File: config.mk
export PLATFORM = sky130hd
export DESIGN_NAME = hazard_scoreboard
export DESIGN_NICKNAME = d
export VERILOG_FILES = /design/src/rtl/hazard_scoreboard.sv
export SDC_FILE = /design/constraint.sdc
export NUM_CORES = 1
export LEC_CHECK = 0
export ABC_CLOCK_PERIOD_IN_PS = 3050
export CAP_MARGIN = 40
export CORE_MARGIN = 2
export CORE_UTILIZATION = 51
export CTS_CLUSTER_DIAMETER = 100
export DETAILED_ROUTE_END_ITERATION = 7
export GPL_TIMING_DRIVEN = 1
export PLACE_DENSITY = 0.81
export SYNTH_ARGS = -nofsm -noshare
export SYNTH_HDL_FRONTEND = slang
export SYNTH_SLANG_ARGS = --single-unit
File: constraint.sdc
create_clock -name clk -period 3.05 [get_ports clk]
set_input_delay 0.61 -clock clk [delete_from_list [all_inputs] [get_ports clk]]
set_output_delay 0.61 -clock clk [all_outputs]
set_load 0.01 [all_outputs]
File: src/rtl/hazard_scoreboard.sv
// hazard_scoreboard: decode freeze from shadow EXE/MEM/WB dest slots plus saturating stall counter; define HAZARD_FORWARDING_EN for load-use-only detection
module hazard_scoreboard #(
  parameter int REG_ADDR_W = 5,
  parameter int STALL_CNT_W = 16,
  parameter bit WB_BYPASS = 1'b1
) (
  input  logic                   clk,
  input  logic                   rst,
  input  logic [REG_ADDR_W-1:0]  src1,
  input  logic [REG_ADDR_W-1:0]  src2,
  input  logic                   src2_check,
  input  logic [REG_ADDR_W-1:0]  id_dest,
  input  logic                   id_wb_en,
  input  logic                   id_mem_read,
  input  logic                   flush,
  output logic                   freeze,
  output logic [STALL_CNT_W-1:0] stall_count
);
  typedef struct packed {
    logic                  wb_en;
    logic                  mem_read;
    logic [REG_ADDR_W-1:0] dest;
  } slot_t;
  slot_t exe, mem, wb;
  logic hit_exe, hit_mem, hit_wb, hazard, unused_ok;
  assign hit_exe = exe.wb_en && exe.dest != '0 && (exe.dest == src1 || (src2_check && exe.dest == src2));
  assign hit_mem = mem.wb_en && mem.dest != '0 && (mem.dest == src1 || (src2_check && mem.dest == src2));
  assign hit_wb  = wb.wb_en  && wb.dest  != '0 && (wb.dest  == src1 || (src2_check && wb.dest  == src2));
`ifdef HAZARD_FORWARDING_EN
  assign hazard = hit_exe && exe.mem_read;
  assign unused_ok = ^{hit_mem, hit_wb, wb.mem_read, 1'(WB_BYPASS)};
`else
  assign hazard = hit_exe || hit_mem || (!WB_BYPASS && hit_wb);
  assign unused_ok = ^{exe.mem_read, wb.mem_read};
`endif
  assign freeze = hazard && !flush;
  // shift the shadow pipeline, inserting a bubble when decode is frozen or killed
  always_ff @(posedge clk or posedge rst)
    if (rst) begin
      exe <= '0;
      mem <= '0;
      wb  <= '0;
    end else begin
      wb  <= mem;
      mem <= exe;
      exe <= (freeze || flush) ? '0 : slot_t'{id_wb_en, id_mem_read, id_dest};
    end
  // count frozen cycles, holding at all-ones
  always_ff @(posedge clk or posedge rst)
    if (rst) stall_count <= '0;
    else if (freeze && stall_count != '1) stall_count <= stall_count + 1'b1;
endmodule

==> summary.md <==
| Metric | Value |
|---|---|
| GP Congestion | `0.8898` |
| Clock sink count | `28` |
| Synthesized area per cell | `11.50 µm²` |
| Post-synthesis xor/xnor area fraction | `21.40%` |
| Tmin final | `2.926 ns` |
| Routed WL | `2682 µm` |
| Yosys top cell area share | `50.36%` |
| Ys Warns | `0` |
| RSZ-0062 raised after global routing | `false` |
| Vias in the first global route | `1,057` |
| Final ANT Viol Nets | `0` |
| Layout cells sized above 1 | `5.625%` |
| Sequential cell area fraction in the yosys report | `50.36%` |
| Final setup fails | `0` |
| CP Launch Type | `input pin` |
| WS Path Type | `input pin to output pin` |
| # diodes | `0` |
| Final Hold Viols | `0` |
| DR WL/cell | `14.12 µm` |
| Global-route wire length before repair | `4733 µm` |
| GR Overflow Total | `0` |
| Initial antenna violation count | `0` |
| CTS tree | `done` |
| Compound-cell area share of the yosys netlist | `5.755%` |
| Final Cell Area | `1813 µm²` |
| Area grow syn2layout | `30.31%` |
| Synth Cell Area | `1391 µm²` |
| Max H-tree Level | `1` |
| Net Count, Synth | `143` |
| Synth unique cells | `24` |
| GRT busiest layer | `met2` |
| FF/Latch Area | `700.7 µm²` |
| Pin count of the biggest net entering global routing | `29` |
| Maximum root-to-sink buffer count | `2` |
| Pwr Density | `370.7 nW/µm²` |
| Die area | `3162 µm²` |
| Io pins | `38` |
| Worst endpoint required time | `2.44 ns` |
| Die X | `56.23 µm` |
| Hold WC Path Type | `register to register` |
| Footprint of the multi-input gates | `674.4 µm²` |
| All-Layer GR Usage | `18.88%` |
| Initial Utilization | `55.16%` |
| GR Util met3 | `3.488%` |
| Post-detail-place hpwl | `1991 µm` |
| Vias | `1,024` |
| Worst Tran Pin Value | `0.4303 ns` |
| Yosys reg bits | `28` |
| Max Cap Violations | `0` |
| Met2 usage | `30.42%` |
| CP arrival | `2.32 ns` |
| Peak VDD IR | `0.3569 mV` |
| Fin util | `71.88%` |
| Initial DRC Count | `21` |
| IO buf count | `36` |
| Mux share of post-synthesis cell area | `0.8094%` |
| CP Max Fanout | `2` |
| Clk Latency, worst-skew pair | `0.31 ns` |
| Slowest Stage Delay on Critical Path | `0.45 ns` |
| Slowest CP cell | `clkdlybuf4s50_1` |
| Final hold slack | `0.3885 ns` |
| LEAKAGE | `0.8153 nW` |
| Remaining DRCs | `0` |
| Filler instances | `196` |
| CORE AREA | `2522 µm²` |
| Clock Skews | `0.006823 ns` |
| FP Rows | `18` |
| CTS root buffer | `clkbuf_4` |
| Status | `finished, final reports clean` |
| Post-Synth Simple-Gate Area | `19.15%` |
| Number of CTS-inserted buffers | `3` |
| Slew margin rel. | `71.31%` |
| Post-Synth Adder-Cell Area | `0.8993%` |
| Pre-antenna DRT Iters | `4` |
| Worst-path clk slew | `0.13 ns` |
| Met1 GRT Util | `25.75%` |
| Worst-path cell chain | `clkdlybuf4s50_1, xor2_1, nor4_1, a32oi_1, o22ai_4, nor2b_1, dlygate4sd2_1` |
| Synth Instances | `121` |
| Total chip power | `0.0006721 W` |
| Crit share post-route | `95.93%` |
| Die height | `56.23 µm` |
| Vias per cell | `5.389` |
| CP endpoint kind | `output pin` |
| Placed cell areas | `1785 µm²` |
| Leading post-synthesis cells by cell area | `dfrtp_1 50%, xor2_1 11%, xnor2_1 10%` |
| Largest family of logic cells by synthesized area | `XOR/XNOR gates` |
| Final Max Slew Viols | `0` |
| Nets | `184` |
| Area leader, netlist | `dfrtp_1` |
| Achievable Freq | `341.8 MHz` |
[sequential cells by signal, summed over array words and instances (netlist names)]
signal,cells
stall_count,16
exe,6
mem,6
[layout by cell type, fill, tap and decap left out, types with 3 or more instances in the layout]
cell             synthesis  layout
clkdlybuf4s50_1          0      35
dfrtp_1                 28      28
xor2_1                  18      18
xnor2_1                 16      16
and3_1                  12      12
nand3_1                  9       9
and2_1                   7       7
nand4_1                  5       5
nor2_1                   4       4
clkbuf_4                 0       3
[path summary, 6_finish.rpt]
kind	to	startpoint	slack [ns]	cells after the start
setup / recovery	freeze	src2[1]	0.12	7
hold / removal	mem[6]$_DFF_PP0_	exe[6]$_DFF_PP0_	0.39	0
setup reg to reg	stall_count[1]$_DFFE_PP0P_	stall_count[0]$_DFFE_PP0P_	0.96	6
hold reg to reg	mem[6]$_DFF_PP0_	exe[6]$_DFF_PP0_	0.39	0
max in group asynchronous	exe[6]$_DFF_PP0_	rst	2.16	3
min in group asynchronous	stall_count[1]$_DFFE_PP0P_	rst	0.64	3
[through the flow]
| step | setup TNS (ns) | worst slack, ns | instances |
|---|---|---|---|
| detailed placement | -0.1690 | -0.1690 | 187 |
| global route | 0 | 0.03257 | 190 |
| global placement | -0.1351 | -0.1351 | 187 |
| floorplan | 0 | 0.6117 | 121 |
| CTS | 0 | 0.1134 | 190 |
| finish | 0 | 0.1241 | 190 |
[cell families after synthesis]
| kind of cell | after synthesis |
|---|---|
| DFF | 28 |
| xor gates and xnor gates | 34 |
| adders and majority gates | 1 |
| AOI/OAI and AO/OA | 8 |
| and+or+nand+nor | 46 |
| buffers and inverters | 3 |
| muxes | 1 |
[cell usage after synthesis]
cell and n:
a21oi_1 1, a31oi_1 1, a31oi_4 1, a32oi_1 2, and2_1 7, and3_1 12
buf_4 1, buf_6 1, dfrtp_1 28, ha_1 1, inv_1 1, mux2_1 1
nand2_2 1, nand3_1 9, nand4_1 5, nor2_1 4, nor2b_1 2, nor3_1 2
nor4_1 2, o21ai_1 2, o22ai_4 1, or4_1 2, xnor2_1 16, xor2_1 18
[area by class of cell]
| cell class | count | share of cell area, % |
|---|---|---|
| Clock buffer | 3 | 1.242 |
| Inverter | 1 | 0.2070 |
| Multi-Input combinational cell | 90 | 37.20 |
| Sequential cell | 28 | 38.65 |
| Tap cell | 30 | 2.070 |
| Timing Repair Buffer | 38 | 20.63 |
[critical path, delay by kind of cell]
| kind | cells | cell delay, ns |
|---|---|---|
| buffers and inverters | 2 | 0.72 |
| and+or+nand+nor | 2 | 0.45 |
| AOI/OAI and AO/OA | 2 | 0.35 |
| xor gates and xnor gates | 1 | 0.18 |
[routing by layer]
metal | vias up | routed length, µm
met1 | 496 | 1250
met3 | 2 | 132
met4 | 0 | 15
li1 | 502 | -
met5 | - | 0
met2 | 24 | 1284
[report_power, final]
part / internal [W] / total, W / switching (W)
Clock: 0.0000462 / 0.000140 / 0.0000943
Sequential: 0.000390 / 0.000412 / 0.0000215
Combinational: 0.0000691 / 0.000120 / 0.0000510
Total: 0.000505 / 0.000672 / 0.000167
[timing repair]
action,in CTS,in global routing
setup endpoints to repair,1,1
hold buffers,0,0
pin swaps,3,0
gates cloned,0,0
resized for setup,1,1
buffers inserted,0,0
(Power assumes the default switching activity.)
==> edit 1, RTL diff (same flow settings) <==
Set the parameter `WB_BYPASS` to 1'b0 (it was 1'b1).
--- a/src/rtl/hazard_scoreboard.sv
+++ b/src/rtl/hazard_scoreboard.sv
@@ -3,5 +3,5 @@
   parameter int REG_ADDR_W = 5,
   parameter int STALL_CNT_W = 16,
-  parameter bit WB_BYPASS = 1'b1
+  parameter bit WB_BYPASS = 1'b0
 ) (
   input  logic                   clk,
Check against the original RTL: not equivalent (a bounded check fails within 4 cycles, from zero or initial values and one cycle with rst high).
==> edit 1 against the unedited design <==
Setup slack gained 120 ps; die area grew 18%; utilization shrank 1.3 points; worst hold slack lost 6.4 ps; power grew 34%; area after synthesis grew 19%; wire length grew 33%; sequential cell count grew 6; cell area grew 20%.
==> edit 1: results (changes against the unedited design) <==
synth cell count leaders -> dfrtp_1, xnor2_1, xor2_1, nand2_1, and3_1
Hold Crit Depth -> 0 (unchanged)
root buffer cell -> clkbuf_4
Final HPWL DP -> 2.61 mm (+31%)
Placed Cells -> 232 (+24%)
Hold Crit Class -> reg2reg
top post-synthesis cells by area -> dfrtp_1, xnor2_1, xor2_1
# diodes -> 0 (unchanged)
FILL cells -> 247 (+26%)
antenna violations before repair -> 0 (unchanged)
PortBufs -> 36 (unchanged)
number of flip-flops in the largest register -> 16 (unchanged)
net count after synthesis -> 173 (+21%)
count of cell types in the netlist -> 20 (-17%)
via count -> 1309 (+28%)
Startpoint Class -> flop
status -> finished clean
Pre-antenna DRT Iters -> 4 (unchanged)
Total GRT Usage -> 22.7% (+3.8 points)
Critical R2R Launch -> mem[1]
final net count -> 223 (+21%)
DP Worst Slack -> -85.6 ps (+83.4 ps)
final cell count without fillers -> 245 (+29%)
clk buf depth -> 2 (unchanged)
worst clock skew -> 11.2 ps (+4.37 ps)
FF-to-FF setup slack -> 470 ps (-490 ps)
clock latency on the worst-skew pair -> 330 ps (+20 ps)
final WL -> 3.58 mm (+33%)
Worst Max-Slew Pin Slew -> 746 ps (+315 ps)
Mapped Cells -> 151 (+25%)
H-tree depth -> 2 (+1)
first-pass GRT wire length -> 5.98 mm (+26%)
clock buffer count from CTS -> 5 (+2)
RR Endpoint -> stall_count[1]
Ys Warns -> 0 (unchanged)
LEAKAGE -> 0.992 nW (+22%)
HP Start -> exe[6]
Arrival @ worst endpoint -> 2200 ps (-120 ps)
gpl congestion -> 0.837 (-5.9%)
Reg2Reg Depth -> 8 (+2)
worst hold slack -> 382 ps (-6.39 ps)
sequential element share of the synthesized area -> 51.2% (+0.88 points)
Peak VDD IR -> 0.367 mV (+2.8%)
pin count of the biggest net entering global routing -> 35 (+21%)
proportion of layout cells with a drive suffix above 1 -> 8.46% (+2.8 points)
Largest Register -> stall_count
register clock-pin slew on the reported worst setup and hold paths -> 100 ps (-30 ps)
DR iter-0 viols -> 45 (+110%)
fraction of registers with async set/reset -> 100% (unchanged)
-- edit 1: cell count changes after synthesis, moves of 4 or more --
cell     before  now
and2_1        7    0
nor4_1        2    6
xor2_1       18   13
nor3b_1       0    4
dfrtp_1      28   34
xnor2_1      16   31
nand2_1       0   12
-- edit 1: metal layers --
metal  vias to the layer above  GRT usage [%]  part of all wire, %
met5                         -              0                    0
met4                         0           11.8                  2.3
met3                         9           7.77                  5.9
met2                        40           35.6                   50
met1                       636           27.8                   41
li1                        624              -                    -
-- edit 1: what timing repair did --
action | 4_1_cts | 5_1_grt
pin swaps | 1 | 1
endpoints found under the setup margin | 1 | 1
endpoints found under the hold margin | 0 | 0
gates resized for setup | 9 | 2
setup buffers | 6 | 0
-- edit 1: layout make-up --
class / count / area share (%)
Multi-Input combinational cell: 110 / 36.2
Tap cell: 44 / 2.53
Clock buffer: 7 / 2.07
Sequential cell: 34 / 39.1
Timing Repair Buffer: 46 / 19.3
Inverter: 4 / 0.691
-- edit 1: kinds of logic (layout without fill, tap and decap cells) --
family,Yosys count,in the layout,synth area share [%]
AND/OR/NAND/NOR,55,55,18.0
buffers and inverters,7,57,1.81
multiplexers,2,2,1.36
XOR/XNOR,44,44,23.2
adder cells (fa/ha/maj),1,1,0.753
AO/OA/AOI/OAI,8,8,3.62
flip-flops,34,34,51.2
-- edit 1: critical path, stage by stage, from the launching register on --
cell and delay (ps):
dfrtp_1 400, or4_1 530, o21a_1 180, a222oi_1 400
buf_4 190, nor2_1 40, clkbuf_2 120
-- edit 1: where the power goes --
group	leakage, nW	internal [W]	switching [W]	total (W)
logic	0.518	0.0000959	0.0000710	0.000167
registers	0.449	0.000477	0.0000269	0.000504
clock network	0.0254	0.0000869	0.000140	0.000227
total	0.992	0.000660	0.000238	0.000898
-- edit 1: how the worst max path moves through the flow --
| stage | slack (ps) | cells past startpoint | to |
|---|---|---|---|
| floorplan | 600 | 5 | freeze |
| global placement | -100 | 8 | freeze |
| detailed placement | -90 | 8 | freeze |
| CTS | 130 | 6 | freeze |
| global route | 80 | 6 | freeze |
| finish | 240 | 6 | freeze |
-- edit 1: stage by stage --
step	cell area, um2	utilization, %	setup TNS (ps)
after floorplan	1660	-	0
after CTS	2180	70.7	0
after global routing	2170	70.6	0
after global placement	2090	67.9	-95.3
final	2170	70.6	0
after detailed placement	2100	68.2	-85.6
==> edit 2, RTL diff (same settings) <==
Made on the original files. Reset style: synchronous (`rst`), changed in 2 clocked blocks.
--- a/src/rtl/hazard_scoreboard.sv
+++ b/src/rtl/hazard_scoreboard.sv
@@ -36,5 +36,5 @@
   assign freeze = hazard && !flush;
   // shift the shadow pipeline, inserting a bubble when decode is frozen or killed
-  always_ff @(posedge clk or posedge rst)
+  always_ff @(posedge clk)
     if (rst) begin
       exe <= '0;
@@ -47,5 +47,5 @@
     end
   // count frozen cycles, holding at all-ones
-  always_ff @(posedge clk or posedge rst)
+  always_ff @(posedge clk)
     if (rst) stall_count <= '0;
     else if (freeze && stall_count != '1) stall_count <= stall_count + 1'b1;
Behaviour: differs if rst is asserted again (counterexample within 4 cycles, from zero or initial values and one cycle with rst high); with rst held inactive, the same outputs for 10 cycles.
==> edit 2 against the unedited design <==
Cell area rose by 5.9%; first-iteration DRC count rose to 2.8 times the old value; wire length up 30%; setup slack better by 150 ps; area after synthesis grew 7.3%; utilization decreased by 2.2 points; sequential power is 8.5% lower; power fell by 11%; fmax grew 5.3%; sequential cell count unchanged; synthesized cell count increased by 39%; critical path type unchanged; largest power group unchanged.
==> edit 2: results (changes against the unedited design) <==
Slew headroom -> 45.9% (-25 points)
pin count of the biggest net entering global routing -> 23 (-21%)
worst clock skew -> 1.60 ps (-5.23 ps)
proportion of layout cells with a drive suffix above 1 -> 8.74% (+3.1 points)
DR WL met2 -> 1.84 mm (+43%)
DR iter-0 viols -> 58 (+180%)
Hold Crit Depth -> 1 (+1)
Placed Cells -> 234 (+25%)
Final HPWL DP -> 2.69 mm (+35%)
met1 Use GR -> 26.4% (+0.64 points)
Synth Area in XOR/XNOR -> 11.7% (-9.7 points)
Reg2Reg Depth -> 8 (+2)
Mapped Cells -> 168 (+39%)
status -> finished clean
Peak VDD IR -> 0.319 mV (-11%)
detail-routed via count per cell -> 5.82 (+8.0%)
net count after synthesis -> 190 (+33%)
LEAKAGE -> 0.652 nW (-20%)
post-synthesis mux area share -> 4.02% (+3.2 points)
switching part of the total -> 22.7% (-2.1 points)
PwrDens -> 312 nW/um2 (-16%)
final WL -> 3.50 mm (+30%)
Hold Path Sink -> mem[6]
RR Endpoint -> stall_count[14]
sequential element share of the synthesized area -> 37.6% (-13 points)
met2 usage -> 42.2% (+12 points)
count of cell types in the netlist -> 37 (+54%)
Critical R2R Launch -> exe[1]
Arrival @ worst endpoint -> 2170 ps (-150 ps)
synth cell count leaders -> dfxtp_1, xnor2_1, a21oi_1, nor2b_1
first-pass GRT wire length -> 6.03 mm (+27%)
wire per inst -> 14.8 um (+4.5%)
fraction of registers with async set/reset -> 0% (-100 points)
logic gate share of total power -> 13.3% (-4.6 points)
edit 2: changes by cell type in the layout (fill, tap and decap cells not counted), moves of 5 or more:
cell / delta
xor2_1: -18
a21oi_1: +10
dfxtp_1: +28
or4_1: +7
and3_1: -10
o31ai_1: +7
nand2_1: +9
nor2_1: +5
nor2b_1: +9
dfrtp_1: -28
edit 2: per-stage QoR:
stage / hold WS, ps / instance area, um2 / setup slack [ps]
floorplan: 439 / 1490 / 852
global placement: 462 / 1900 / 35.5
detailed placement: 470 / 1900 / 19.9
CTS: 492 / 1920 / 267
global route: 520 / 1920 / 179
finish: 486 / 1920 / 271
edit 2: final cells by class:
class	instances	area, um2
inverters	3	11.3
well taps	31	38.8
flip-flops and latches	28	561
repair buffers	42	404
multi-input cells	130	883
fillers	217	837
clock buffers	3	22.5
edit 2: critical path, stage by stage:
cell	delay (ps)
clkdlybuf4s50_1	520
xnor2_1	130
nand3_1	120
o22ai_1	200
buf_4	150
a22oi_4	70
nor2_1	90
dlygate4sd2_1	270
